### src/rtl/uart_alu_pkg.sv
// Shared constants for the UART/ALU command sequencer: command bytes,
// FSM state encoding, error codes and the payload-destination select.
package uart_alu_pkg;

  localparam logic [7:0] CMD_A  = 8'hA1;
  localparam logic [7:0] CMD_B  = 8'hB2;
  localparam logic [7:0] CMD_OP = 8'hC3;

  localparam logic [2:0] ST_IDLE      = 3'd0;
  localparam logic [2:0] ST_WAIT_DATA = 3'd1;
  localparam logic [2:0] ST_EXEC      = 3'd2;
  localparam logic [2:0] ST_TX_START  = 3'd3;
  localparam logic [2:0] ST_TX_WAIT   = 3'd4;

  localparam logic [1:0] ERR_NONE    = 2'b00;
  localparam logic [1:0] ERR_BAD_CMD = 2'b01;
  localparam logic [1:0] ERR_TIMEOUT = 2'b10;
  localparam logic [1:0] ERR_OVERRUN = 2'b11;

  typedef enum logic [1:0] {
    SEL_A  = 2'd0,
    SEL_B  = 2'd1,
    SEL_OP = 2'd2
  } cmd_sel_e;

endpackage

### src/rtl/uart_alu_ctrl_frame_timer.sv
// Inter-byte timer: clear/enable up-counter that stops at TIMEOUT_CYC-1 and
// flags that value as terminal count.
// Ports:
//   clk, i_rst_n   clock, async active-low reset
//   i_clr          synchronous clear to 0 (wins over i_en)
//   i_en           count one per cycle
//   o_tc           count has reached TIMEOUT_CYC-1
module frame_timer #(
  parameter int TIMEOUT_CYC = 100000
) (
  input  logic clk,
  input  logic i_rst_n,
  input  logic i_clr,
  input  logic i_en,
  output logic o_tc
);

  localparam int CW = (TIMEOUT_CYC > 2) ? $clog2(TIMEOUT_CYC) : 1;
  localparam logic [CW-1:0] TC_VAL = CW'(TIMEOUT_CYC - 1);

  logic [CW-1:0] count_q, count_d;

  assign o_tc = (count_q == TC_VAL);

  // Holding at the terminal value keeps the flag asserted instead of wrapping.
  always_comb begin
    count_d = count_q;
    if (i_clr)
      count_d = '0;
    else if (i_en && !o_tc)
      count_d = count_q + 1'b1;
  end

  always_ff @(posedge clk or negedge i_rst_n) begin
    if (!i_rst_n)
      count_q <= '0;
    else
      count_q <= count_d;
  end

endmodule

### src/rtl/uart_alu_ctrl.sv
// Command sequencer between UART RX/TX and an external ALU. Parses
// (command, payload) byte pairs, loads operand A, operand B or the opcode,
// and after an opcode load returns the ALU result through the TX handshake.
// Ports:
//   clk, i_rst_n             clock, async active-low reset
//   i_rx_data, i_rx_done     received byte and its 1-cycle strobe
//   o_alu_data_a/_b, o_alu_op registered ALU operands and opcode
//   i_alu_result             combinational ALU result
//   o_tx_data, o_tx_start    byte to send and 1-cycle start pulse
//   i_tx_done                1-cycle TX completion pulse
//   o_busy                   FSM not idle
//   o_err, o_err_code        1-cycle error pulse and sticky error code
//
// state     | meaning
// IDLE      | waiting for a command byte
// WAIT_DATA | command latched, waiting for payload, timer running
// EXEC      | opcode just loaded, ALU settling
// TX_START  | result captured, pulsing o_tx_start
// TX_WAIT   | waiting for i_tx_done
module uart_alu_ctrl
  import uart_alu_pkg::*;
#(
  parameter int NB_DATA     = 8,
  parameter int NB_OP       = 6,
  parameter int TIMEOUT_CYC = 100000
) (
  input  logic               clk,
  input  logic               i_rst_n,
  input  logic [NB_DATA-1:0] i_rx_data,
  input  logic               i_rx_done,
  output logic [NB_DATA-1:0] o_alu_data_a,
  output logic [NB_DATA-1:0] o_alu_data_b,
  output logic [NB_OP-1:0]   o_alu_op,
  input  logic [NB_DATA-1:0] i_alu_result,
  output logic [NB_DATA-1:0] o_tx_data,
  output logic               o_tx_start,
  input  logic               i_tx_done,
  output logic               o_busy,
  output logic               o_err,
  output logic [1:0]         o_err_code
);

  logic [2:0]         state_q, state_d;
  cmd_sel_e           sel_q, sel_d;
  logic [NB_DATA-1:0] a_q, a_d;
  logic [NB_DATA-1:0] b_q, b_d;
  logic [NB_OP-1:0]   op_q, op_d;
  logic [NB_DATA-1:0] tx_data_q, tx_data_d;
  logic               err_q, err_d;
  logic [1:0]         err_code_q, err_code_d;
  logic               timer_tc;

  frame_timer #(.TIMEOUT_CYC(TIMEOUT_CYC)) u_frame_timer (
    .clk     (clk),
    .i_rst_n (i_rst_n),
    .i_clr   (state_q == ST_IDLE),
    .i_en    (state_q == ST_WAIT_DATA),
    .o_tc    (timer_tc)
  );

  always_comb begin
    state_d    = state_q;
    sel_d      = sel_q;
    a_d        = a_q;
    b_d        = b_q;
    op_d       = op_q;
    tx_data_d  = tx_data_q;
    err_d      = 1'b0;
    err_code_d = err_code_q;

    case (state_q)
      ST_IDLE: begin
        if (i_rx_done) begin
          if (i_rx_data == NB_DATA'(CMD_A)) begin
            sel_d   = SEL_A;
            state_d = ST_WAIT_DATA;
          end else if (i_rx_data == NB_DATA'(CMD_B)) begin
            sel_d   = SEL_B;
            state_d = ST_WAIT_DATA;
          end else if (i_rx_data == NB_DATA'(CMD_OP)) begin
            sel_d   = SEL_OP;
            state_d = ST_WAIT_DATA;
          end else begin
            err_d      = 1'b1;
            err_code_d = ERR_BAD_CMD;
          end
        end
      end
      ST_WAIT_DATA: begin
        // A payload arriving on the terminal-count cycle is still accepted.
        if (i_rx_done) begin
          case (sel_q)
            SEL_A: begin
              a_d     = i_rx_data;
              state_d = ST_IDLE;
            end
            SEL_B: begin
              b_d     = i_rx_data;
              state_d = ST_IDLE;
            end
            default: begin
              op_d    = i_rx_data[NB_OP-1:0];
              state_d = ST_EXEC;
            end
          endcase
        end else if (timer_tc) begin
          err_d      = 1'b1;
          err_code_d = ERR_TIMEOUT;
          state_d    = ST_IDLE;
        end
      end
      ST_EXEC: begin
        tx_data_d = i_alu_result;
        state_d   = ST_TX_START;
      end
      ST_TX_START: begin
        state_d = ST_TX_WAIT;
      end
      ST_TX_WAIT: begin
        if (i_tx_done)
          state_d = ST_IDLE;
      end
      default: begin
        state_d = ST_IDLE;
      end
    endcase

    // Bytes arriving while a result is in flight are dropped and reported.
    if (i_rx_done && (state_q == ST_EXEC || state_q == ST_TX_START ||
                      state_q == ST_TX_WAIT)) begin
      err_d      = 1'b1;
      err_code_d = ERR_OVERRUN;
    end
  end

  always_ff @(posedge clk or negedge i_rst_n) begin
    if (!i_rst_n) begin
      state_q    <= ST_IDLE;
      sel_q      <= SEL_A;
      a_q        <= '0;
      b_q        <= '0;
      op_q       <= '0;
      tx_data_q  <= '0;
      err_q      <= 1'b0;
      err_code_q <= ERR_NONE;
    end else begin
      state_q    <= state_d;
      sel_q      <= sel_d;
      a_q        <= a_d;
      b_q        <= b_d;
      op_q       <= op_d;
      tx_data_q  <= tx_data_d;
      err_q      <= err_d;
      err_code_q <= err_code_d;
    end
  end

  // Decoded straight from the state flop so reset removes them immediately.
  assign o_tx_start   = (state_q == ST_TX_START);
  assign o_busy       = (state_q != ST_IDLE);
  assign o_alu_data_a = a_q;
  assign o_alu_data_b = b_q;
  assign o_alu_op     = op_q;
  assign o_tx_data    = tx_data_q;
  assign o_err        = err_q;
  assign o_err_code   = err_code_q;

endmodule

### config.mk
export PLATFORM = sky130hd
export DESIGN_NAME = uart_alu_ctrl
export DESIGN_NICKNAME = d
export VERILOG_FILES = /design/src/rtl/uart_alu_pkg.sv /design/src/rtl/uart_alu_ctrl_frame_timer.sv /design/src/rtl/uart_alu_ctrl.sv
export SDC_FILE = /design/constraint.sdc
export NUM_CORES = 1
export LEC_CHECK = 0
export ABC_AREA = 1
export ABC_CLOCK_PERIOD_IN_PS = 3600
export CAP_MARGIN = 15
export CORE_UTILIZATION = 58
export CTS_BUF_LIST = sky130_fd_sc_hd__clkbuf_4
export DETAILED_ROUTE_END_ITERATION = 10
export GPL_ROUTABILITY_DRIVEN = 1
export PLACE_DENSITY = 0.95
export SLEW_MARGIN = 15
export SYNTH_ARGS = -nofsm -noshare
export SYNTH_HDL_FRONTEND = slang
export SYNTH_SLANG_ARGS = --single-unit
### constraint.sdc
create_clock -name clk -period 3.6 [get_ports clk]
set_input_delay 0.54 -clock clk [delete_from_list [all_inputs] [get_ports clk]]
set_output_delay 0.54 -clock clk [all_outputs]
set_load 0.01 [all_outputs]
==> results.md, run 1 <==
* Largest net degree at the start of global routing at 33
* Crit path kind: flip-flop to output pin
* Startpoint types: flip-flop
* FF+latch area at 1380 um^2
* Final hold slack at 0.112 ns
* Final nets at 426
* CTS Buf Count at 5
* WP data arrival at 1.91 ns
* #FFs+latches synth at 55
* CP peak stage delay at 0.61 ns
* Dominant cells by area after synthesis: dfrtp_1, nand2_1, nor2_1, o21ai_0, nand3_1
* Period utilisation layout at 68.1%
* Status: finished, final reports clean
* CTS H-tree depth at 2
* Core Area at 4500 um^2
* Actual slew at the worst max-slew pin at 0.523 ns
* Hold Vio Cnt, Final at 0
* DRT iter0 DRCs at 228
* Final worst setup slack at 1.15 ns
* CTS tree: yes
* Crit-path cells: inv_1, nand2_1, clkdlybuf4s50_1
* Post-synth EDFFs at 0
* DRC errors left at 0
* Hold_buf cts at 0
* Achievable Freq at 408 MHz
* Pwr Density at 576 nW/um^2
* Die Span Y at 71.6 um
* Total Power at 1.96 mW
* Critical Path Sink Type: output pin
* Total global-route track usage at 27.2%
* Max clock buf depth at 2
* Detail Placement HPWL at 4710 um
* Drt pass-1 iters at 5
* Fraction of registers with async set or reset after synthesis at 100%
* Initial cell density of the core at 62.3%
* Most used DFF post-synth: dfrtp_1
* Root Buffer: clkbuf_4
* Cell area after synthesis at 2810 um^2
* Die Area at 5120 um^2
* Top cell type's share of synthesized area at 49.0%
* Drt wl/cell at 13.7 um
* Worst Path Required at 3.06 ns
* Leakage at 1.53 nW
* Detail Route Antenna Nets at 0
* Layout area overhead at 21.1%
* Die W at 71.6 um
* Slew margin rel. at 65.2%
* Routability-driven placement congestion ratio at 0.913
* Register area share after synthesis at 49.0%
* Final min period at 2.45 ns
* Multi-input logic area at 1240 um^2
* Synth Net Count at 374
* Final cell count without fillers at 458
* Via/cell ratio at 5.56
* Layout cells sized above 1 at 6.90%
* Max_cap viols at 0
* Max FO, Critical Path at 11
* Port bufs at 54
* Ant diodes at 0
* Cells after synthesis at 353
* Via count at 2548
* Placed insts at 450
* I/O pin count at 55
* Final setup violation count at 0
* Cell taking the most area after synthesis: dfrtp_1
* Post-DP Area at 3340 um^2
* Most numerous cell in the Yosys netlist: nand2_1
* Final core occ at 75.5%
* Cts repair resizes at 0
* # clock sinks at 55
* Fillers at 332
* GRT overflow at 0
* VDD IR max at 0.000412 V
* Placement Setup Slack at 1.55 ns
* Worst-Skew Late Latency at 0.38 ns
* Initial antenna violation count at 0
* Final WL at 6280 um
* Number of global-route vias before repair at 2340
* Post-synth cell types at 29
* Synth cell count leaders: nand2_1, dfrtp_1, nor2_1
* Yosys warns at 0
* Clock Pin Slew Worst Setup and Hold Paths at 0.15 ns
* Hold Path Class: input pin to asynchronous set/reset pin
* Post-CTS setup buffers at 0
* Setup TNS at 0 ns
* Final Skew at 0.0141 ns
* Final Cell Area at 3400 um^2
* Synth Area per Inst at 7.95 um^2
* Slowest-stage cell, CP: clkdlybuf4s50_1
* Core Rows at 24
* Final count of pins violating max slew at 0
* RSZ-0062 raised after global routing: no
* First-pass GRT wire length at 10700 um
-- worst paths after layout --
path                       slack, ns                                  from                               endpoint  cells after the start
min                             0.11                               i_rst_n            o_alu_data_b[3]$_DFFE_PN0P_                      1
max in group asynchronous       2.69                               i_rst_n                   sel_q[0]$_DFFE_PN0P_                      2
max reg2reg                     1.75  u_frame_timer.count_q[0]$_DFFE_PN0P_  u_frame_timer.count_q[10]$_DFFE_PN0P_                      8
max                             1.15                state_q[0]$_DFFE_PN0P_                                 o_busy                      3
min reg2reg                     0.51           o_alu_data_b[3]$_DFFE_PN0P_            o_alu_data_b[3]$_DFFE_PN0P_                      2
min in group clk                0.51           o_alu_data_b[3]$_DFFE_PN0P_            o_alu_data_b[3]$_DFFE_PN0P_                      2
-- layer usage --
| layer | up-vias | routed length [um] | share of wire, % | global-route usage, % |
|---|---|---|---|---|
| met3 | 9 | 405 | 6.4 | 5.06 |
| met4 | 0 | 84 | 1.3 | 9.15 |
| met5 | - | 0 | 0 | 0 |
| li1 | 1237 | - | - | - |
| met2 | 99 | 3040 | 48 | 45.4 |
| met1 | 1203 | 2750 | 44 | 36.1 |
-- registers in the layout, summed over array words and instances (netlist names) --
register	count
state_q	3
o_err	1
o_err_code	2
sel_q	2
o_alu_data_a	8
u_frame_timer.count_q	17
o_alu_op	6
o_tx_data	8
o_alu_data_b	8
-- power by group --
part | internal [mW] | switching [mW] | leakage (nW)
sequential | 0.776 | 0.105 | 0.726
combinational | 0.402 | 0.401 | 0.767
clock | 0.0838 | 0.191 | 0.0333
-- placed cells by master (no fill, tap or decap) --
| master | synthesis | layout |
|---|---|---|
| mux2_2 | 8 | 8 |
| inv_1 | 29 | 29 |
| nand4_2 | 1 | 1 |
| ha_1 | 1 | 1 |
| buf_2 | 3 | 1 |
| o21ai_0 | 26 | 26 |
| o21bai_1 | 3 | 3 |
| buf_4 | 0 | 1 |
| dfrtp_1 | 55 | 55 |
| nand2_2 | 1 | 1 |
| o21ai_1 | 10 | 10 |
| nand3b_2 | 1 | 1 |
| clkinv_1 | 1 | 2 |
| inv_2 | 1 | 1 |
| nand2_4 | 1 | 1 |
| a21oi_1 | 1 | 1 |
| and2_1 | 2 | 2 |
| xor2_1 | 7 | 7 |
| clkinv_4 | 0 | 1 |
| clkdlybuf4s50_1 | 0 | 53 |
| clkbuf_4 | 0 | 6 |
| nor2_4 | 1 | 1 |
| nor2_1 | 46 | 46 |
| nor2_2 | 3 | 3 |
| nand3_2 | 2 | 2 |
| o22ai_1 | 1 | 1 |
| nand3_1 | 25 | 25 |
| nand4_1 | 9 | 9 |
| nand2_1 | 107 | 107 |
| nor3_1 | 1 | 1 |
-- cell families (layout without fill, tap and decap cells) --
family,after synthesis,after routing,synth area share (%)
buffers and inverters,41,94,6.73
adder cells (fa/ha/maj),1,1,0.446
XOR/XNOR,7,7,2.18
flip-flops,55,55,49.0
AO/OA/AOI/OAI,41,41,7.62
multiplexers,8,8,3.21
AND/OR/NAND/NOR,200,200,30.8
-- worst max-delay path: cells and delay by family, from the launching register on --
kind          cells  cell delay [ns]
buf+inv           2             0.73
flops             1             0.47
simple gates      1             0.33
-- area by class of cell --
class	instances	share of cell area, %
clock buffer	6	1.32
clock inverter	2	0.368
inverter	31	3.42
multi-input combinational	257	36.5
sequential	55	40.5
tap	52	1.91
timing repair buffer	55	16.0
Power figures use the tool's default switching activity.
==> run 2: changes to the inputs <==
--- a/config.mk
+++ b/config.mk
@@ -6,13 +6,13 @@
 export NUM_CORES = 1
 export LEC_CHECK = 0
 export ABC_AREA = 1
-export ABC_CLOCK_PERIOD_IN_PS = 3600
+export ABC_CLOCK_PERIOD_IN_PS = 2300
 export CAP_MARGIN = 15
-export CORE_UTILIZATION = 58
+export CORE_UTILIZATION = 53
 export CTS_BUF_LIST = sky130_fd_sc_hd__clkbuf_4
 export DETAILED_ROUTE_END_ITERATION = 10
 export GPL_ROUTABILITY_DRIVEN = 1
-export PLACE_DENSITY = 0.95
+export PLACE_DENSITY = 0.92
 export SLEW_MARGIN = 15
 export SYNTH_ARGS = -nofsm -noshare
 export SYNTH_HDL_FRONTEND = slang
==> constraint.sdc (replaced) <==
create_clock -name clk -period 2.3 [get_ports clk]
set_input_delay 0.345 -clock clk [delete_from_list [all_inputs] [get_ports clk]]
set_output_delay 0.345 -clock clk [all_outputs]
set_load 0.01 [all_outputs]
==> run 2 against run 1 <==
Effect of this change: highest routed layer unchanged; critical path type unchanged; critical path depth unchanged; sequential share of layout area down 0.63 points; first-iteration DRC count up 11%; worst setup slack worse by 0.98 ns; register-to-register slack worse by 1.3 ns.
==> results.md, run 2 (same netlist as run 1, synthesis figures left out) <==
* Status: finished, final reports clean
* Leakage at 1.54 nW
* Actual slew at the worst max-slew pin at 0.439 ns
* Root Buffer: clkbuf_4
* Setup TNS at 0 ns
* Commonest non-fill, non-tap cell in the layout: nand2_1
* CTS tree: yes
* R2R depth at 8
* CP Depth at 3
* DRT iter0 DRCs at 252
* Startpoint types: flip-flop
* Clock Pin Slew Worst Setup and Hold Paths at 0.17 ns
* Max clock buf depth at 2
* Post-CTS setup buffers at 0
* Final count of pins violating max slew at 0
* I/O pin count at 55
* Final setup violation count at 0
* Worst Path Buf+Inv at 2
* First-pass GRT wire length at 10400 um
* Port bufs at 54
* Detail Route Antenna Nets at 0
* Layout area overhead at 23.0%
* Worst-Skew Late Latency at 0.41 ns
* Most frequent cells in the layout: nand2_1, dfrtp_1, clkdlybuf4s50_1, nor2_1, inv_1
* Final cell count without fillers at 479
* DRC errors left at 0
* Multi-input logic area at 1240 um^2
* CTS Buf Count at 5
* Largest net degree at the start of global routing at 24
* Critical Path Sink Type: output pin
* Final WL at 6440 um
* Die W at 74.8 um
* Worst Path Required at 1.96 ns
* Largest reg by FF count: u_frame_timer.count_q
* Delay-heaviest family, CP: buffers and inverters
* Drt wl/cell at 13.5 um
* Hold Vio Cnt, Final at 0
* Max FO, Critical Path at 6
* Switch share at 36.5%
* Final Skew at 0.0157 ns
* Number of flip-flops in the largest register at 17
* CTS H-tree depth at 2
* Crit path kind: flip-flop to output pin
* Period utilisation layout at 92.8%
* Drt pass-1 iters at 5
* Reg power frac at 44.0%
* Final nets at 429
* Via count at 2553
* Routability-driven placement congestion ratio at 0.906
* Switching power at 1.14 mW
* Placed insts at 470
* Total global-route track usage at 24.7%
* Initial cell density of the core at 55.0%
* Final min period at 2.14 ns
* Initial antenna violation count at 0
* FF+latch area at 1380 um^2
* Achievable Freq at 468 MHz
* Die Area at 5590 um^2
* Pwr Density at 906 nW/um^2
* CP peak stage delay at 0.56 ns
* Fillers at 421
* GRT overflow at 0
* Int Pwr at 1.99 mW
* RSZ-0062 raised after global routing: no
* Power share of the combinational group at 41.2%
* Layout cells sized above 1 at 7.58%
* Crit-path cells: inv_1, nand2_2, clkdlybuf4s50_1
* Hold Path Class: input pin to asynchronous set/reset pin
* Max_cap viols at 0
* Ant diodes at 0
* Via/cell ratio at 5.33
* Clock power frac at 14.8%
* Slowest-stage cell, CP: clkdlybuf4s50_1
* Slew margin rel. at 70.7%
* Detail Placement HPWL at 4920 um
* # clock sinks at 55
* Core Rows at 26
* WP data arrival at 1.79 ns
* Number of global-route vias before repair at 2314
* Core Area at 5110 um^2
* VDD IR max at 0.000632 V
* Die Span Y at 74.8 um
[run 2: per-stage QoR]
stage | cell area, um^2 | setup WS [ns] | total power [mW] | util [%] | hold WS [ns]
final | 3450 | 0.165 | 3.13 | 67.6 | 0.312
after global routing | 3450 | 0.0672 | 3.31 | 67.6 | 0.332
after CTS | 3450 | 0.105 | 3.14 | 67.6 | 0.333
after detailed placement | 3380 | 0.465 | 2.69 | 66.2 | 0.223
after global placement | 3380 | 0.561 | 2.63 | 66.2 | 0.222
after floorplan | 2810 | 0.861 | 2.04 | - | 0.0494
[run 2: per-layer routing]
layer	wire length, um	up-vias	track usage [%]
met5	0	-	0
met4	125	0	9.01
met3	346	12	5.62
met2	3130	85	38.9
met1	2840	1210	33.7
li1	-	1246	-
[run 2: power by group through the flow]
stage               Combinational (mW)  Sequential (mW)  Clock, mW
finish                            1.29             1.38      0.464
global route                      1.41             1.41      0.499
CTS                               1.30             1.38      0.470
detailed placement                1.29             1.40          0
global placement                  1.24             1.38          0
floorplan                        0.558             1.48          0
[run 2: timing repair]
item,in CTS,in global routing
hold endpoints to repair,10,0
setup endpoints to repair,0,1
hold buffers,1,0
resized for setup,0,1
[run 2: cell type report]
cell class / instances / share of cell area (%)
Timing Repair Buffer: 58 / 16.4
Inverter: 31 / 3.37
Multi-Input combinational cell: 257 / 36.0
Clock buffer: 5 / 1.09
Tap cell: 70 / 2.54
Sequential cell: 55 / 39.8
Clock inverter: 3 / 0.688
[run 2: worst paths after layout]
check                                                     start                                     to  slack (ns)
max in group asynchronous                               i_rst_n                o_alu_op[3]$_DFFE_PN0P_        1.41
min in group clk                    o_alu_data_b[6]$_DFFE_PN0P_            o_alu_data_b[6]$_DFFE_PN0P_        0.51
max                                      state_q[0]$_DFFE_PN0P_                                 o_busy        0.16
min                                                     i_rst_n                        o_err$_DFF_PN0_        0.31
max reg2reg                u_frame_timer.count_q[0]$_DFFE_PN0P_  u_frame_timer.count_q[11]$_DFFE_PN0P_        0.48
min reg2reg                         o_alu_data_b[6]$_DFFE_PN0P_            o_alu_data_b[6]$_DFFE_PN0P_        0.51
